`src/rtl/pwm_pkg.sv`:
```
// Shared types and reset defaults for the PWM output path and its register block.
package pwm_pkg;

  typedef enum logic [1:0] {
    S_OFF = 2'd0,
    S_HI  = 2'd1,
    S_LO  = 2'd2,
    S_DT  = 2'd3
  } pwm_state_t;

  localparam int unsigned DT_W_DEFAULT = 16;

  // Reset defaults; gate values are internal (pre-polarity) levels.
  localparam pwm_state_t RST_STATE         = S_OFF;
  localparam logic       RST_PWM_Q         = 1'b0;
  localparam logic       RST_GATE          = 1'b0;
  localparam logic       RST_DT_ACTIVE     = 1'b0;
  localparam logic       RST_PULSE_DROPPED = 1'b0;
  localparam logic       RST_ENABLE        = 1'b0;

endpackage

```
`src/rtl/pwm_deadtime_gen_if.sv`:
```
// Signal bundle between the PWM core/control registers and the dead-time generator.
interface pwm_deadtime_gen_if #(
  parameter int unsigned DT_W = pwm_pkg::DT_W_DEFAULT
);
  logic            pwm_in;
  logic            enable;
  logic [DT_W-1:0] dead_time;
  logic            clr_drop;
  logic            coe_pwm_hi;
  logic            coe_pwm_lo;
  logic            dt_active;
  logic            pulse_dropped;

  modport master (
    output pwm_in, enable, dead_time, clr_drop,
    input  coe_pwm_hi, coe_pwm_lo, dt_active, pulse_dropped
  );

  modport slave (
    input  pwm_in, enable, dead_time, clr_drop,
    output coe_pwm_hi, coe_pwm_lo, dt_active, pulse_dropped
  );
endinterface

```
`src/rtl/pwm_deadtime_gen_dt_counter.sv`:
```
// Loadable down-counter for the dead interval; a zero load value counts as one cycle.
module dt_counter #(
  parameter int unsigned DT_W = 16
) (
  input  logic            clk_i,
  input  logic            rst_i,
  input  logic            clr_i,
  input  logic            load_i,
  input  logic            dec_i,
  input  logic [DT_W-1:0] load_val_i,
  output logic            expired_o
);
  localparam logic [DT_W-1:0] ONE = {{(DT_W-1){1'b0}}, 1'b1};

  logic [DT_W-1:0] cnt_q, cnt_d;

  always_comb begin
    cnt_d = cnt_q;
    if (clr_i) begin
      cnt_d = '0;
    end else if (load_i) begin
      cnt_d = (load_val_i == '0) ? ONE : load_val_i;
    end else if (dec_i && (cnt_q != '0)) begin
      cnt_d = cnt_q - ONE;
    end
  end

  always_ff @(posedge clk_i) begin
    if (rst_i) begin
      cnt_q <= '0;
    end else begin
      cnt_q <= cnt_d;
    end
  end

  assign expired_o = (cnt_q == ONE);

endmodule

```
`src/rtl/pwm_deadtime_gen.sv`:
```
// Complementary gate-drive generator with programmable dead time and a sticky
// dropped-pulse flag. Gate outputs are registered from the next-state decode.
module pwm_deadtime_gen
  import pwm_pkg::*;
#(
  parameter int unsigned DT_W            = DT_W_DEFAULT,
  parameter bit          OUT_ACTIVE_HIGH = 1'b1
) (
  input  logic               csi_clk,
  input  logic               rsi_rst,
  pwm_deadtime_gen_if.slave  bus
);
  localparam logic OFF_LVL = RST_GATE ~^ OUT_ACTIVE_HIGH;

  pwm_state_t state_q, state_d;
  logic       pwm_q;
  logic       hi_q, lo_q, dt_q, drop_q;
  logic       cnt_load, cnt_dec, cnt_clr, cnt_exp;
  logic       drop_set;

  dt_counter #(
    .DT_W (DT_W)
  ) u_dt_counter (
    .clk_i      (csi_clk),
    .rst_i      (rsi_rst),
    .clr_i      (cnt_clr),
    .load_i     (cnt_load),
    .dec_i      (cnt_dec),
    .load_val_i (bus.dead_time),
    .expired_o  (cnt_exp)
  );

  always_comb begin
    state_d  = state_q;
    cnt_load = 1'b0;
    cnt_dec  = 1'b0;
    cnt_clr  = 1'b0;
    if (!bus.enable) begin
      state_d = S_OFF;
      cnt_clr = 1'b1;
    end else begin
      unique case (state_q)
        S_OFF: begin
          state_d  = S_DT;
          cnt_load = 1'b1;
        end
        S_HI: if (!pwm_q) begin
          state_d  = S_DT;
          cnt_load = 1'b1;
        end
        S_LO: if (pwm_q) begin
          state_d  = S_DT;
          cnt_load = 1'b1;
        end
        S_DT: begin
          cnt_dec = 1'b1;
          // The interval always runs to completion; pwm_q only picks the exit side.
          if (cnt_exp) state_d = pwm_q ? S_HI : S_LO;
        end
        default: state_d = S_OFF;
      endcase
    end
  end

  assign drop_set = (state_q == S_DT) && (pwm_q != bus.pwm_in);

  always_ff @(posedge csi_clk) begin
    if (rsi_rst) begin
      state_q <= RST_STATE;
      pwm_q   <= RST_PWM_Q;
      hi_q    <= OFF_LVL;
      lo_q    <= OFF_LVL;
      dt_q    <= RST_DT_ACTIVE;
      drop_q  <= RST_PULSE_DROPPED;
    end else begin
      state_q <= state_d;
      pwm_q   <= bus.pwm_in;
      hi_q    <= (state_d == S_HI) ~^ OUT_ACTIVE_HIGH;
      lo_q    <= (state_d == S_LO) ~^ OUT_ACTIVE_HIGH;
      dt_q    <= (state_d == S_DT);
      if (drop_set) begin
        drop_q <= 1'b1;
      end else if (bus.clr_drop) begin
        drop_q <= 1'b0;
      end
    end
  end

  assign bus.coe_pwm_hi    = hi_q;
  assign bus.coe_pwm_lo    = lo_q;
  assign bus.dt_active     = dt_q;
  assign bus.pulse_dropped = drop_q;

endmodule

```
`src/flat_wrapper.sv`:
```
// flat-port wrapper written by rule: the top's interface ports become plain ports
module pwm_deadtime_gen_flat import pwm_pkg::*;
#(
  parameter int unsigned DT_W            = DT_W_DEFAULT,
  parameter bit          OUT_ACTIVE_HIGH = 1'b1
)
  (csi_clk, rsi_rst, bus_pwm_in, bus_enable, bus_dead_time, bus_clr_drop, bus_coe_pwm_hi, bus_coe_pwm_lo, bus_dt_active, bus_pulse_dropped);
  pwm_deadtime_gen_if #(.DT_W(DT_W)) bus_i ();
  input  logic csi_clk;
  input  logic rsi_rst;
  input wire logic [$bits(bus_i.pwm_in)-1:0] bus_pwm_in;
  input wire logic [$bits(bus_i.enable)-1:0] bus_enable;
  input wire logic [$bits(bus_i.dead_time)-1:0] bus_dead_time;
  input wire logic [$bits(bus_i.clr_drop)-1:0] bus_clr_drop;
  output wire logic [$bits(bus_i.coe_pwm_hi)-1:0] bus_coe_pwm_hi;
  output wire logic [$bits(bus_i.coe_pwm_lo)-1:0] bus_coe_pwm_lo;
  output wire logic [$bits(bus_i.dt_active)-1:0] bus_dt_active;
  output wire logic [$bits(bus_i.pulse_dropped)-1:0] bus_pulse_dropped;
  assign bus_i.pwm_in = bus_pwm_in;
  assign bus_i.enable = bus_enable;
  assign bus_i.dead_time = bus_dead_time;
  assign bus_i.clr_drop = bus_clr_drop;
  assign bus_coe_pwm_hi = bus_i.coe_pwm_hi;
  assign bus_coe_pwm_lo = bus_i.coe_pwm_lo;
  assign bus_dt_active = bus_i.dt_active;
  assign bus_pulse_dropped = bus_i.pulse_dropped;
  pwm_deadtime_gen #(.DT_W(DT_W), .OUT_ACTIVE_HIGH(OUT_ACTIVE_HIGH)) u_core (.csi_clk(csi_clk), .rsi_rst(rsi_rst), .bus(bus_i));
endmodule
```
`config.mk`:
```
export PLATFORM = sky130hd
export DESIGN_NAME = pwm_deadtime_gen_flat
export DESIGN_NICKNAME = d
export VERILOG_FILES = /design/src/rtl/pwm_pkg.sv /design/src/rtl/pwm_deadtime_gen_if.sv /design/src/rtl/pwm_deadtime_gen_dt_counter.sv /design/src/rtl/pwm_deadtime_gen.sv /design/src/flat_wrapper.sv
export SDC_FILE = /design/constraint.sdc
export NUM_CORES = 1
export LEC_CHECK = 0
export CORE_UTILIZATION = 54
export DETAILED_ROUTE_END_ITERATION = 10
export PLACE_DENSITY = 0.88
export SETUP_SLACK_MARGIN = 0.2
export SLEW_MARGIN = 20
export SYNTH_ARGS = -nofsm -noshare
export SYNTH_HDL_FRONTEND = slang
export SYNTH_SLANG_ARGS = --single-unit
```
`constraint.sdc`:
```
create_clock -name csi_clk -period 5.8 [get_ports csi_clk]
set_input_delay 1.16 -clock csi_clk [delete_from_list [all_inputs] [get_ports csi_clk]]
set_output_delay 1.16 -clock csi_clk [all_outputs]
set_load 0.01 [all_outputs]
```
=== Yosys cells after proc, flatten, opt, wreduce, memory -nomap -nowiden ===
Cells that the tools add are included.

* Add/subtract/negate cells: 1
* Equality and inequality tests: 8
* Mux-type cells: 17
* Bitwise logic cells: 1
* Reductions and logical operators: 8

{| class="wikitable"
|+ Operators with widths
! operator !! number
|-
| two-way mux 16 bit || 3
|-
| == test 16 x 1 -> 1 bit, second input constant || 1
|-
| logical NOT 16 bit || 1
|-
| nonzero test 16 bit || 1
|-
| subtractor 16 x 1 -> 16 bit, second input constant || 1
|-
| two-way mux 2 bit || 5
|-
| == test 2 bit, second input constant || 4
|-
| one-hot mux 2 bit (4 select lines) || 1
|-
| two-way mux 1 bit || 7
|-
| == test 2 x 1 -> 1 bit, second input constant || 2
|-
| nonzero test 2 bit || 2
|-
| one-hot mux 1 bit (3 select lines) || 1
|-
| logical AND 1 bit || 2
|-
| logical NOT 2 bit || 1
|-
| OR reduction 2 bit || 1
|-
| != test 1 bit || 1
|-
| NOT 1 bit || 1
|}

* Register bits: 23
* Input bits: 21

=== Longest topological paths before layout ===
* Word-level depth: 6
* Mapped depth: 8

=== Modules after synthesis ===
From an unflattened synthesis, not the netlist that was laid out.

* Cells, all modules: 166
* Area total of the unflattened synthesis: 1,391.3 µm²

{| class="wikitable"
|+ Modules (own cells, without submodules)
! module !! times used !! cells an instance !! area an instance (µm²)
|-
| dt_counter || 1 || 139 || 1,102.3
|-
| pwm_deadtime_gen || 1 || 27 || 289.0
|}

=== Worst setup path before layout ===
OpenSTA, ideal clock, no wires.

* Path kind: in2reg
* Start: input bus_enable
* End: register u_core.u_dt_counter.cnt_q[9]
* Data arrival time: 2.025 ns
* Required time: 5.730 ns
* Path slack: 3.705 ns
* Stages on the path: 5
* Cell sequence: nand3_1 -> nor3_1 -> o211ai_1 -> xor2_1 -> a21oi_1

* Word-level cells in the longest chain between the ends: 3
* Elaborated cells between the ends (all ways): 7
* Those cells by class: mux (3); bitwise (1); reduce/logical (3)

{| class="wikitable"
|+ Ends and longest elaborated chain
! item !! RTL line !! source
|-
| from (decl) || flat_wrapper.sv:12 || <nowiki>input wire logic [$bits(bus_i.enable)-1:0] bus_enable;</nowiki>
|-
| two-way mux 1 bit || pwm_deadtime_gen.sv:38 || <nowiki>if (!bus.enable) begin</nowiki>
|-
| logical AND 1 bit || pwm_deadtime_gen_dt_counter.sv:23 || <nowiki>end else if (dec_i && (cnt_q != '0)) begin</nowiki>
|-
| nonzero test 2 bit (no source line) || -- ||
|-
| to (signal assigned) || pwm_deadtime_gen_dt_counter.sv:32 || <nowiki>cnt_q <= cnt_d;</nowiki>
|-
| to (decl) || pwm_deadtime_gen_dt_counter.sv:15 || <nowiki>logic [DT_W-1:0] cnt_q, cnt_d;</nowiki>
|}

Several ways; a longest one is shown, not always the timed one.
A chain may end at the register's enable or synchronous reset.

=== Final worst setup path ===
* Start: input bus_enable
* End: register u_core.u_dt_counter.cnt_q[0]

The elaborated chain is that of the path after synthesis.

==> results.cfg <==
[pwr]
seq_power_share = 0.550
clkPwrFrac = 0.235
swShare = 0.2904
p_switching_uw = 90.90
internal_power_uw = 222.1
power.density_nw_per_um2 = 205.7
p_leak_nw = 0.5330
ir_worst_vdd_mv = 0.1265
combPwrFrac = 0.214

[placement]
port_buffers = 24
pre_cts_ws_ns = 2.751
place_inst = 193
dp_hpwl_mm = 2.227
gp_congestion = 0.8453

[clocking]
cts_setup_buffers = 0
numCtsBuffers = 3
cts-root-buf = clkbuf_4
cts_sinks = 23
clk_pin_slew_ns = 0.12
clockBufferDepth = 2
h-tree-depth = 1
tritoncts = done
worstSkewPairLatency_ns = 0.31
post_cts_resized = 0
postCtsHoldBufs = 0

[job]
cap_violations = 0

[layout]
drive_above_1_share = 0.05325
post-route-util = 0.6945
nNetsFinal = 194
diodes = 0
fin_cells = 197
nFillCells = 175
syn_to_final_growth_pct = 21.24

[synthesis]
synth_top_cell_by_area = dfxtp_1
synth_top_area_share = 0.3669
synth.avg_cell_area_um2 = 8.596
synth_area_um2 = 1255
syn_nets = 170
synth_seq_area_share = 0.3669
synthCells = 146
ys_warn_count = 0
ys_ff_latch = 23
synth_cell_types = 35
synth_area_leaders = dfxtp_1 (37%), xor2_1 (8.4%), o21ai_0 (6.8%)

[outcome]
status = complete, no violations

[setup_path]
worstSetupPathType = input pin to flop
crit_arrival_ns = 2.95
timing.rr.start = u_core.u_dt_counter.cnt_q[0]
critPathLaunch = bus_enable
worst_ep_required_time_ns = 5.98
r2r_end = u_core.u_dt_counter.cnt_q[1]
r2r_slack_ns = 3.28
critical_path.endpoint = u_core.u_dt_counter.cnt_q[0]
ff2ff_path_depth = 7
cp-start-kind = input pin
cp_max_fo = 25
endpoint_kind = flop

[timing]
fin_ws_ns = 3.031
hold_viol = 0
setup_viol = 0
period_share = 0.4775
whs_ns = 0.5116
period_minus_slack_ns = 2.769
fin_setup_tns_ns = 0
clock_skew_ns = 0.002757
relSlewSlack = 0.4095
rsz0062_at_grt = no
clock.fmax_mhz = 361.1
worst_pin_slew_ns = 0.8839
drv_slew = 0

[route]
drc_errors = 0
drtIter0Drc = 34
wl_mm = 2.989
detail-route-antenna-nets = 0
vias = 1203
detail_route.wl_per_cell_um = 15.17
firstDrtPassIters = 5
via_per_inst = 6.107

[global_route]
grt_pass1_wl_mm = 4.774
track_usage = 0.2519
grt_pass1_vias = 1078
antenna_found_initial = 0
grt-ovfl-total = 0
grt_max_degree = 26

[die]
die_y_um = 50.21
die_w_um = 50.21
rows = 17
pin_count = 25
initial_utilization = 0.5728
design.core.area_um2 = 2191
die_area_um2 = 2521

[worst_hold_path]
hold_path.class = flop to flop
power by group through the flow:
stage	Clock [mW]	Sequential, mW	Combinational [mW]
final	0.0737	0.172	0.0671
after global routing	0.0805	0.173	0.0723
after CTS	0.0739	0.172	0.0660
after detailed placement	0	0.175	0.0655
after global placement	0	0.175	0.0633
after floorplan	0	0.174	0.0436
metrics by stage:
stage / power (mW) / area, um2
after floorplan: 0.2177 / 1255
after global placement: 0.2382 / 1495
after detailed placement: 0.2409 / 1495
after CTS: 0.3119 / 1521
after global routing: 0.3258 / 1521
final: 0.3130 / 1521
worst max-delay path, stage by stage:
cell	delay, ns
clkdlybuf4s50_1	0.55
nand3_1	0.62
nand2b_1	0.41
o21ai_0	0.15
a21oi_1	0.05
area by class of cell:
| cell class | count | area (um2) | area share |
|---|---|---|---|
| multi-input cells | 114 | 744.5 | 0.4893 |
| flip-flops and latches | 23 | 460.4 | 0.3026 |
| repair buffers | 24 | 240.2 | 0.1579 |
| well taps | 28 | 35.03 | 0.02303 |
| clock buffers | 4 | 26.28 | 0.01727 |
| inverters | 4 | 15.01 | 0.009868 |
sequential cells by signal, summed over array words and instances, names as in the netlist:
register	cells
u_core.state_q	2
u_core.bus.coe_pwm_hi	1
u_core.u_dt_counter.cnt_q	16
u_core.bus.pulse_dropped	1
u_core.bus.dt_active	1
u_core.bus.coe_pwm_lo	1
u_core.pwm_q	1
synth_stat cells:
library cell  instances
nor4b_1               1
nand2b_1              3
o21ai_2               1
dfxtp_1              23
or2_2                 1
buf_6                 1
a31oi_1               1
and2_1                3
buf_2                 1
ha_1                  3
nor4_1                7
nand3b_1              1
or3_4                 1
nand3_1               3
a21oi_1              13
o21ai_0              17
xnor2_1               3
mux2_2                1
o211ai_1              3
a221oi_1              1
nor2b_1               3
nand4_1               8
nand2_1               8
xor2_1               12
o31ai_1               1
inv_1                 4
o22ai_1               1
nor3_1                6
a32oi_1               1
or3_1                 1
nor4b_4               2
nor2_1                7
clkbuf_1              1
and3_1                1
buf_4                 2
layout by cell type, fill, tap and decap left out:
cell and count:
a32oi_1 1, mux2_2 1, xor2_1 12, dfxtp_1 23, nor2_1 7, o211ai_1 3
a221oi_1 1, o31ai_1 1, nand2_1 8, o21ai_0 17, clkbuf_1 1, ha_1 3
inv_1 4, and3_1 1, xnor2_1 3, o22ai_1 1, o21ai_2 1, and2_1 3
a21oi_1 13, nor4b_4 2, or3_1 1, nand3b_1 1, a31oi_1 1, nand2b_1 3
or2_2 1, clkdlybuf4s50_1 24, nor4_1 7, nand4_1 8, nand3_1 3, nor4b_1 1
nor2b_1 3, or3_4 1, nor3_1 6, clkbuf_4 3
per-layer routing:
metal  wire length, um  global-route usage
met5                 0                   0
met4                88              0.1333
met3               162             0.03030
met2              1413              0.4222
met1              1325              0.3120
cells by family after synthesis:
group	Yosys count	share of synthesized area
adder cells (fa/ha/maj)	3	0.02991
flip-flops	23	0.3669
AO/OA/AOI/OAI	39	0.1745
multiplexers	1	0.008972
AND/OR/NAND/NOR	56	0.2752
XOR/XNOR	15	0.1047
buffers and inverters	9	0.03987
how the worst min path moves through the flow:
| stage | startpoint | to | slack [ns] | depth (start not counted) |
|---|---|---|---|---|
| 3_3_place_gp | u_core.bus.pulse_dropped | u_core.bus.pulse_dropped | 0.48 | 2 |
| 4_1_cts | u_core.u_dt_counter.cnt_q[4] | u_core.u_dt_counter.cnt_q[4] | 0.51 | 2 |
| 5_1_grt | u_core.u_dt_counter.cnt_q[4] | u_core.u_dt_counter.cnt_q[4] | 0.54 | 2 |
| 3_5_place_dp | u_core.u_dt_counter.cnt_q[4] | u_core.u_dt_counter.cnt_q[4] | 0.49 | 2 |
| 6_report | u_core.u_dt_counter.cnt_q[4] | u_core.u_dt_counter.cnt_q[4] | 0.51 | 2 |
| 2_1_floorplan | u_core.u_dt_counter.cnt_q[4] | u_core.u_dt_counter.cnt_q[4] | 0.46 | 2 |
No activity file was read; power rests on OpenSTA's default activity.
